[src/rtl/pc_pkg.sv]
// Shared types and constants for the program-counter unit.
// Build option: define PC_RVC_EN for compressed (16-bit) instruction support.
package pc_pkg;

    typedef enum logic [1:0] {
        BOOT = 2'd0,
        RUN  = 2'd1,
        HALT = 2'd2
    } pc_state_t;

    localparam int unsigned PC_INC_32 = 32'd4;
    localparam int unsigned PC_INC_16 = 32'd2;

    localparam logic [31:0] PC_RESET_VECTOR_DEF = 32'h0000_0000;
    localparam logic [31:0] PC_TRAP_VECTOR_DEF  = 32'h0000_0100;

endpackage

[src/rtl/pc_sequencer.sv]
// Program counter with trap / trap-return / redirect / sequential next-PC priority.
// Build option: PC_RVC_EN enables 2-byte increments and 2-byte redirect alignment.
module pc_sequencer
    import pc_pkg::*;
#(
    parameter int              XLEN         = 32,
    parameter logic [XLEN-1:0] RESET_VECTOR = XLEN'(PC_RESET_VECTOR_DEF),
    parameter logic [XLEN-1:0] TRAP_VECTOR  = XLEN'(PC_TRAP_VECTOR_DEF)
) (
    input  logic            clk,
    input  logic            reset,
    input  logic            pc_update,
    input  logic            redirect_valid,
    input  logic [XLEN-1:0] redirect_target,
    input  logic            inst_compressed,
    input  logic            trap_req,
    input  logic            mret_req,
    output logic [XLEN-1:0] current_pc,
    output logic [XLEN-1:0] pc_next_seq,
    output logic [XLEN-1:0] epc,
    output logic            misaligned_exc,
    output logic            halted
);

    pc_state_t       state_q, state_d;
    logic [XLEN-1:0] pc_q, pc_d;
    logic [XLEN-1:0] epc_q, epc_d;
    logic            exc_q, exc_d;
    logic            halted_q, halted_d;

    logic [XLEN-1:0] inc_s;
    logic [XLEN-1:0] target_s;
    logic            misalign_s;

    // Bit 0 of a redirect target is always discarded (JALR semantics).
    assign target_s = redirect_target & ~(XLEN'(1));

`ifdef PC_RVC_EN
    assign inc_s      = inst_compressed ? XLEN'(PC_INC_16) : XLEN'(PC_INC_32);
    assign misalign_s = 1'b0;
`else
    logic unused_compressed_s;
    assign unused_compressed_s = inst_compressed;
    assign inc_s               = XLEN'(PC_INC_32);
    assign misalign_s          = target_s[1];
`endif

    assign pc_next_seq = pc_q + inc_s;

    // Next-state priority mux for PC, epc, state and flags.
    always_comb begin
        pc_d     = pc_q;
        epc_d    = epc_q;
        state_d  = state_q;
        exc_d    = 1'b0;
        case (state_q)
            BOOT: begin
                state_d = RUN;
            end
            RUN: begin
                if (trap_req) begin
                    epc_d = pc_q;
                    pc_d  = TRAP_VECTOR;
                end else if (mret_req) begin
                    pc_d = epc_q;
                end else if (pc_update && redirect_valid) begin
                    if (misalign_s) begin
                        epc_d   = pc_q;
                        exc_d   = 1'b1;
                        state_d = HALT;
                    end else begin
                        pc_d = target_s;
                    end
                end else if (pc_update) begin
                    pc_d = pc_next_seq;
                end else begin
                    pc_d = pc_q;
                end
            end
            HALT: begin
                // The faulting PC in epc is kept across the trap entry.
                if (trap_req) begin
                    pc_d    = TRAP_VECTOR;
                    state_d = RUN;
                end else begin
                    pc_d = pc_q;
                end
            end
            default: begin
                pc_d    = RESET_VECTOR;
                state_d = BOOT;
            end
        endcase
        halted_d = (state_d == HALT);
    end

    // State and output registers with synchronous reset.
    always_ff @(posedge clk) begin
        if (reset) begin
            state_q  <= BOOT;
            pc_q     <= RESET_VECTOR;
            epc_q    <= '0;
            exc_q    <= 1'b0;
            halted_q <= 1'b0;
        end else begin
            state_q  <= state_d;
            pc_q     <= pc_d;
            epc_q    <= epc_d;
            exc_q    <= exc_d;
            halted_q <= halted_d;
        end
    end

    assign current_pc     = pc_q;
    assign epc            = epc_q;
    assign misaligned_exc = exc_q;
    assign halted         = halted_q;

endmodule

[config.mk]
export PLATFORM = sky130hd
export DESIGN_NAME = pc_sequencer
export DESIGN_NICKNAME = d
export VERILOG_FILES = /design/src/rtl/pc_pkg.sv /design/src/rtl/pc_sequencer.sv
export SDC_FILE = /design/constraint.sdc
export NUM_CORES = 1
export LEC_CHECK = 0
export ABC_AREA = 1
export CAP_MARGIN = 10
export CELL_PAD_IN_SITES_DETAIL_PLACEMENT = 0
export CELL_PAD_IN_SITES_GLOBAL_PLACEMENT = 1
export CORE_ASPECT_RATIO = 0.9
export CORE_MARGIN = 2
export CORE_UTILIZATION = 32
export CTS_CLUSTER_SIZE = 30
export DETAILED_ROUTE_END_ITERATION = 6
export GPL_TIMING_DRIVEN = 0
export HOLD_SLACK_MARGIN = 0.02
export PLACE_DENSITY = 0.79
export SYNTH_ARGS = -nofsm -noshare
export SYNTH_HDL_FRONTEND = slang
export SYNTH_SLANG_ARGS = --single-unit
[constraint.sdc]
create_clock -name clk -period 2 [get_ports clk]
set_input_delay 0.2 -clock clk [delete_from_list [all_inputs] [get_ports clk]]
set_output_delay 0.2 -clock clk [all_outputs]
set_load 0.05 [all_outputs]
==> impl_metrics.py, run 1 <==
metrics = {
    "placement": {
        "port_buffers": 132,
        "hpwl_mm": 12.9,
        "placed_cell_area_sq_um": 6010,
        "place_congestion": 0.924,
    },
    "hold_path": {
        "holdCritStartpoint": "reset",
        "hold_path.class": "in2reg",
        "worstHoldEndpoint": "current_pc[31]",
        "holdPathStages": 2,
    },
    "route": {
        "vias_per_cell": 4.92,
        "vias": 5163,
        "route.detailed.drc": 0,
        "wirelength_mm": 18.0,
        "dr.pass1.iters": 6,
        "drt-initial-drc-count": 298,
        "drtAntennaViolNets": 0,
        "wl_per_cell_microns": 17.2,
    },
    "run_status": {
        "status": "finished, violations left",
        "violations": "setup timing",
    },
    "sta": {
        "drv_slew": 0,
        "period_minus_slack_ns": 2.10,
        "hold_viol": 0,
        "fmax_ghz": 0.475,
        "setup_viol": 10,
        "rsz0062_at_grt": "yes",
        "worst_slew_pin_slew_ns": 0.763,
        "fin_crit_sh_pct": 105,
        "setup_ws_ns": -0.105,
        "fin_skew_ns": 0.00792,
        "max_slew_margin_pct": 49.1,
    },
    "synth": {
        "netlist_area_sq_um": 4360,
        "synth_top_area_share_pct": 31.2,
        "synthTopCellsByArea": "dfxtp_1, nand2_1, nor2_1, a21oi_1, inv_1",
        "avgSynthCellArea_sq_um": 6.19,
        "synth-edff-count": 0,
        "yosys.area.top_type": "dfxtp_1",
        "ys_warn_count": 0,
        "synth_seq_cells": 68,
        "async_flop_share_pct": 0,
        "synth_nets": 748,
        "syn-instance-count": 704,
        "ys_seq_area_share_pct": 31.2,
        "yosysMostFrequentCell": "nand2_1",
        "ys_types": 35,
        "ys.flop_type": "dfxtp_1",
        "synth_common_cells": "nand2_1, nor2_1, dfxtp_1",
    },
    "power_and_ir_drop": {
        "switching_power_mw": 1.23,
        "p_per_area_nw_per_um2": 599,
        "p_int_mw": 2.97,
        "p_leak_nw": 2.91,
        "clock_power_share_pct": 45.7,
        "pwr-share-seq_pct": 34.4,
        "switching_share_pct": 29.2,
        "power.total_mw": 4.20,
        "pwr-share-comb_pct": 19.9,
        "ir_drop_uv": 423,
    },
    "floorplanning": {
        "io_pins": 137,
        "row_count": 40,
        "die_w_microns": 127,
        "start_util_pct": 32.7,
        "core_sq_um": 13300,
        "die_height_microns": 115,
        "die_area_sq_um": 14600,
    },
    "clock_network": {
        "clock_path_buffers": 2,
        "clock_latency_ns": 0.35,
        "path_clk_slew_ns": 0.06,
        "cts_buffers": 9,
        "cts_tree": "done",
        "clkSinkCount": 68,
        "cts_max_level": 3,
        "ctsRootBufferMaster": "clkbuf_16",
        "cts_hold_buf": 0,
    },
    "critical_path": {
        "worst_ep_required_time_ns": 1.80,
        "critPathMaxFanout": 4,
        "start_kind": "flip-flop",
        "reg2reg_from": "state_q[0]",
        "rr_endpoint": "current_pc[2]",
        "r2r_slack_ns": 0.15,
        "crit_path_end_kind": "output pin",
        "r2r_cells": 10,
        "worst-setup-path-type": "reg2out",
        "critPathArrivalTime_ns": 1.90,
    },
    "cells_and_area": {
        "antenna_cells": 0,
        "final_nets": 920,
        "layout-drive-gt1-share_pct": 26.7,
        "postLayoutCellArea_sq_um": 7010,
        "syn2layout_area_growth_pct": 60.8,
    },
    "global_routing": {
        "first_global_vias": 4948,
        "grt_max_degree": 12,
        "grtUsageTotal_pct": 24.5,
        "grt_pass1_wl_mm": 27.1,
        "grt_overflow": 0,
        "antenna_found_initial": 0,
    },
    "run": {
        "max-cap-violations": 0,
    },
}
## routing by layer
metal  global-route usage, %  part of all wire [%]  vias up
met1                    33.3                    47     2395
met5                       0                     0        -
met4                    6.01                   1.3        0
li1                        -                     -     2566
met3                    5.75                   6.2       16
met2                    39.6                    45      186
## worst max-delay path: stages, from the launching register on
cell and delay (ns):
dfxtp_4 0.38, ha_4 0.17, nand2_4 0.05, nor2_4 0.16
buf_4 0.15, nand3_4 0.11, buf_6 0.15, o21ai_2 0.11
nand2_2 0.09, buf_8 0.16
## placed cells by master (no fill, tap or decap), types with 4 or more instances in the layout
| master | instances |
|---|---|
| nor2_4 | 19 |
| nand2_4 | 6 |
| buf_6 | 15 |
| nor2_1 | 81 |
| dfxtp_2 | 8 |
| and2_1 | 4 |
| o211ai_1 | 5 |
| clkbuf_1 | 7 |
| nor2_2 | 16 |
| dfxtp_1 | 40 |
| a21oi_1 | 54 |
| clkdlybuf4s50_1 | 104 |
| a21oi_2 | 6 |
| nand3_2 | 6 |
| clkbuf_16 | 9 |
| buf_4 | 33 |
| o21ai_0 | 41 |
| nand2_1 | 194 |
| nand2_2 | 25 |
| dfxtp_4 | 20 |
| clkbuf_8 | 5 |
| xnor2_4 | 5 |
| inv_1 | 62 |
| inv_2 | 4 |
| and2_4 | 9 |
| buf_8 | 9 |
| nand3_1 | 39 |
| buf_2 | 14 |
## registers in the layout, summed over array words and instances (netlist names)
signal / flops
halted: 1
state_q: 2
current_pc: 32
misaligned_exc: 1
epc: 32
## repair_timing
action                                  CTS  global route
buffers inserted                         15            14
endpoints found under the setup margin   39            72
pin swaps                                16            27
gates resized for setup                 221            96
endpoints found under the hold margin     0             0
## power by group through the flow
stage / sequential [mW] / combinational (mW) / clock [mW]
final: 1.44 / 0.837 / 1.92
after global routing: 1.45 / 0.889 / 1.99
after CTS: 1.45 / 0.817 / 1.93
after detailed placement: 1.50 / 0.808 / 0
after global placement: 1.50 / 0.802 / 0
after floorplan: 1.67 / 0.312 / 0
## how the worst max path moves through the flow
stage                             start               to  slack, ns  depth (start not counted)
after detailed placement  current_pc[2]  pc_next_seq[16]      -0.68                          7
final                     current_pc[3]  pc_next_seq[20]      -0.10                          9
after CTS                 current_pc[3]  pc_next_seq[30]      -0.17                          9
after global placement    current_pc[2]  pc_next_seq[16]      -0.68                          7
after global routing      current_pc[3]  pc_next_seq[20]      -0.16                          9
after floorplan           current_pc[2]  pc_next_seq[18]      0.002                          6
## cell type report
class                   count  area, sq um
inverters                  68          260
flip-flops and latches     68         1450
plain buffers              33          225
multi-input cells         535         2930
repair buffers            161         1590
well taps                 168          210
clock inverters             4         95.1
clock buffers              12          256
fillers                  1347         6300
## cell families (layout without fill, tap and decap cells)
group                    Yosys count  after routing  share of synthesized area, %
adder cells (fa/ha/maj)            5              5                          1.44
AO/OA/AOI/OAI                    114            114                          14.5
XOR/XNOR                           7              7                          1.75
flip-flops                        68             68                          31.2
AND/OR/NAND/NOR                  409            409                          40.2
buffers and inverters            101            278                          10.9
## per-stage QoR
step           hold slack (ns)  setup TNS (ns)  cells  utilization, %  setup WS [ns]
3_3_place_gp             0.445          -17.63   1004            45.1         -0.680
2_1_floorplan            0.384               0    704               -        0.00166
6_report                0.0918          -0.567   1049            52.7         -0.105
4_1_cts                 0.0858          -0.834   1035            50.0         -0.169
3_5_place_dp             0.450          -18.56   1004            45.1         -0.685
5_1_grt                 0.0873           -1.78   1049            52.7         -0.155
(Power assumes the default switching activity.)
==> run 2: changes to the inputs <==
- CAP_MARGIN: 10 -> not set
==> results of run 2 <==
Final layout, timing and power as in run 1 (identical DEF).
==> run 3: changes to the inputs <==
- CORE_UTILIZATION: 32 -> 29
- PLACE_DENSITY: 0.79 -> 0.76
- clock period: 2 -> 1.9 ns (I/O delays scaled with it)
==> impl_metrics.py, run 3 (synthesized netlist as in run 1, its figures left out) <==
metrics = {
    "floorplanning": {
        "die_height_microns": 120,
        "io_pins": 137,
        "core_sq_um": 14700,
        "die_w_microns": 133,
        "start_util_pct": 29.6,
        "die_area_sq_um": 16000,
        "row_count": 42,
    },
    "placement": {
        "pre_cts_slack_ns": -0.751,
        "place_congestion": 0.892,
        "port_buffers": 132,
        "hpwl_mm": 13.1,
        "placed_cell_area_sq_um": 6030,
        "dp_cells": 1034,
    },
    "run_status": {
        "status": "finished, violations left",
        "violations": "setup timing",
    },
    "sta": {
        "fmax_ghz": 0.487,
        "holdWs_ns": 0.0834,
        "setup_viol": 17,
        "worst_slew_pin_slew_ns": 0.727,
        "fin_crit_sh_pct": 108,
        "period_minus_slack_ns": 2.05,
        "max_slew_margin_pct": 51.5,
        "drv_slew": 0,
        "hold_viol": 0,
        "setup_ws_ns": -0.152,
        "fin_skew_ns": 0.00816,
        "rsz0062_at_grt": "yes",
    },
    "critical_path": {
        "crit_path_end_kind": "output pin",
        "start_kind": "flip-flop",
        "critPathMaxFanout": 4,
        "worst-setup-path-type": "reg2out",
        "worst_ep_required_time_ns": 1.71,
        "critPathArrivalTime_ns": 1.86,
    },
    "route": {
        "dr.pass1.iters": 5,
        "drtAntennaViolNets": 0,
        "route.detailed.drc": 0,
        "vias_per_cell": 4.76,
        "drt-initial-drc-count": 427,
        "wl_per_cell_microns": 16.9,
        "vias": 5187,
        "wirelength_mm": 18.4,
    },
    "power_and_ir_drop": {
        "power.total_mw": 4.05,
        "ir_drop_uv": 404,
        "p_per_area_nw_per_um2": 559,
        "p_leak_nw": 3.02,
    },
    "global_routing": {
        "first_global_vias": 4864,
        "grt_max_degree": 11,
        "antenna_found_initial": 0,
        "grtUsageTotal_pct": 22.2,
        "grt_overflow": 0,
        "grt_pass1_wl_mm": 27.2,
    },
    "clock_network": {
        "cts_max_level": 3,
        "clock_path_buffers": 2,
        "ctsRootBufferMaster": "clkbuf_16",
        "cts_tree": "done",
        "path_clk_slew_ns": 0.06,
        "clock_latency_ns": 0.35,
        "cts_hold_buf": 0,
        "cts_buffers": 9,
        "clkSinkCount": 68,
    },
    "cells_and_area": {
        "final_nets": 930,
        "final-instance-count-excl-fill": 1089,
        "antenna_cells": 0,
        "final_common_cell": "nand2_1",
        "final_cell_mix": "nand2_1, clkdlybuf4s50_1, nor2_1, inv_1, a21oi_1",
        "postLayoutCellArea_sq_um": 7250,
        "syn2layout_area_growth_pct": 66.2,
        "layout-drive-gt1-share_pct": 29.3,
    },
    "hold_path": {
        "hold_path.class": "in2reg",
    },
    "run": {
        "max-cap-violations": 0,
    },
}
## run 3: cell count changes in the layout (fill, tap and decap cells not counted), sizes merged
cell,delta
bufinv,-3
clkdlybuf4s15,-2
buf,+8
dlygate4sd2,+5
clkdlybuf4s50,-4
clkbuf,+6
## run 3: through the flow
stage	util (%)	setup TNS, ns
after global routing	49.2	-2.78
after detailed placement	41.0	-27.83
after global placement	41.0	-27.26
after CTS	45.7	-1.99
final	49.2	-1.33
after floorplan	-	0
## run 3: final timing paths
check                      from               to  slack [ns]  cells after the start
setup reg to reg     state_q[1]   current_pc[26]        0.11                     10
hold reg to reg         epc[10]          epc[10]        0.48                      2
hold / removal            reset   current_pc[31]        0.08                      2
setup / recovery  current_pc[3]  pc_next_seq[28]       -0.15                     10
## run 3: worst max-delay path, cell delays in order, from the launching register on
cell	delay, ns
dfxtp_4	0.38
ha_4	0.16
nand2_4	0.05
nor2_4	0.17
buf_6	0.13
nand3_4	0.12
inv_4	0.09
nand2_2	0.06
nand2_2	0.08
and2_4	0.15
buf_8	0.14
## run 3: cell type report
| cell class | instances | area (sq um) |
|---|---|---|
| plain buffers | 33 | 245 |
| clock inverters | 1 | 5.00 |
| well taps | 198 | 248 |
| repair buffers | 171 | 1760 |
| inverters | 68 | 265 |
| fillers | 1443 | 7470 |
| clock buffers | 15 | 278 |
| multi-input cells | 535 | 3000 |
| flip-flops and latches | 68 | 1450 |
## run 3: what timing repair did
action / in CTS / in global routing
setup endpoints to repair: 61 / 75
setup buffers: 21 / 17
gates resized for setup: 256 / 116
gates cloned: 0 / 2
pin swaps: 22 / 41
## run 3: metal layers
layer	share of wire (%)	routed length (microns)	GRT usage, %	up-vias
li1	-	-	-	2590
met1	48	8800	31.5	2414
met2	45	8330	34.7	173
met3	5.9	1080	4.70	10
met4	0.83	153	4.99	0
met5	0	0	0	-
## run 3: power by group
| part | internal [mW] | switching [mW] |
|---|---|---|
| combinational | 0.319 | 0.571 |
| sequential | 1.46 | 0.0599 |
| clock | 0.991 | 0.647 |
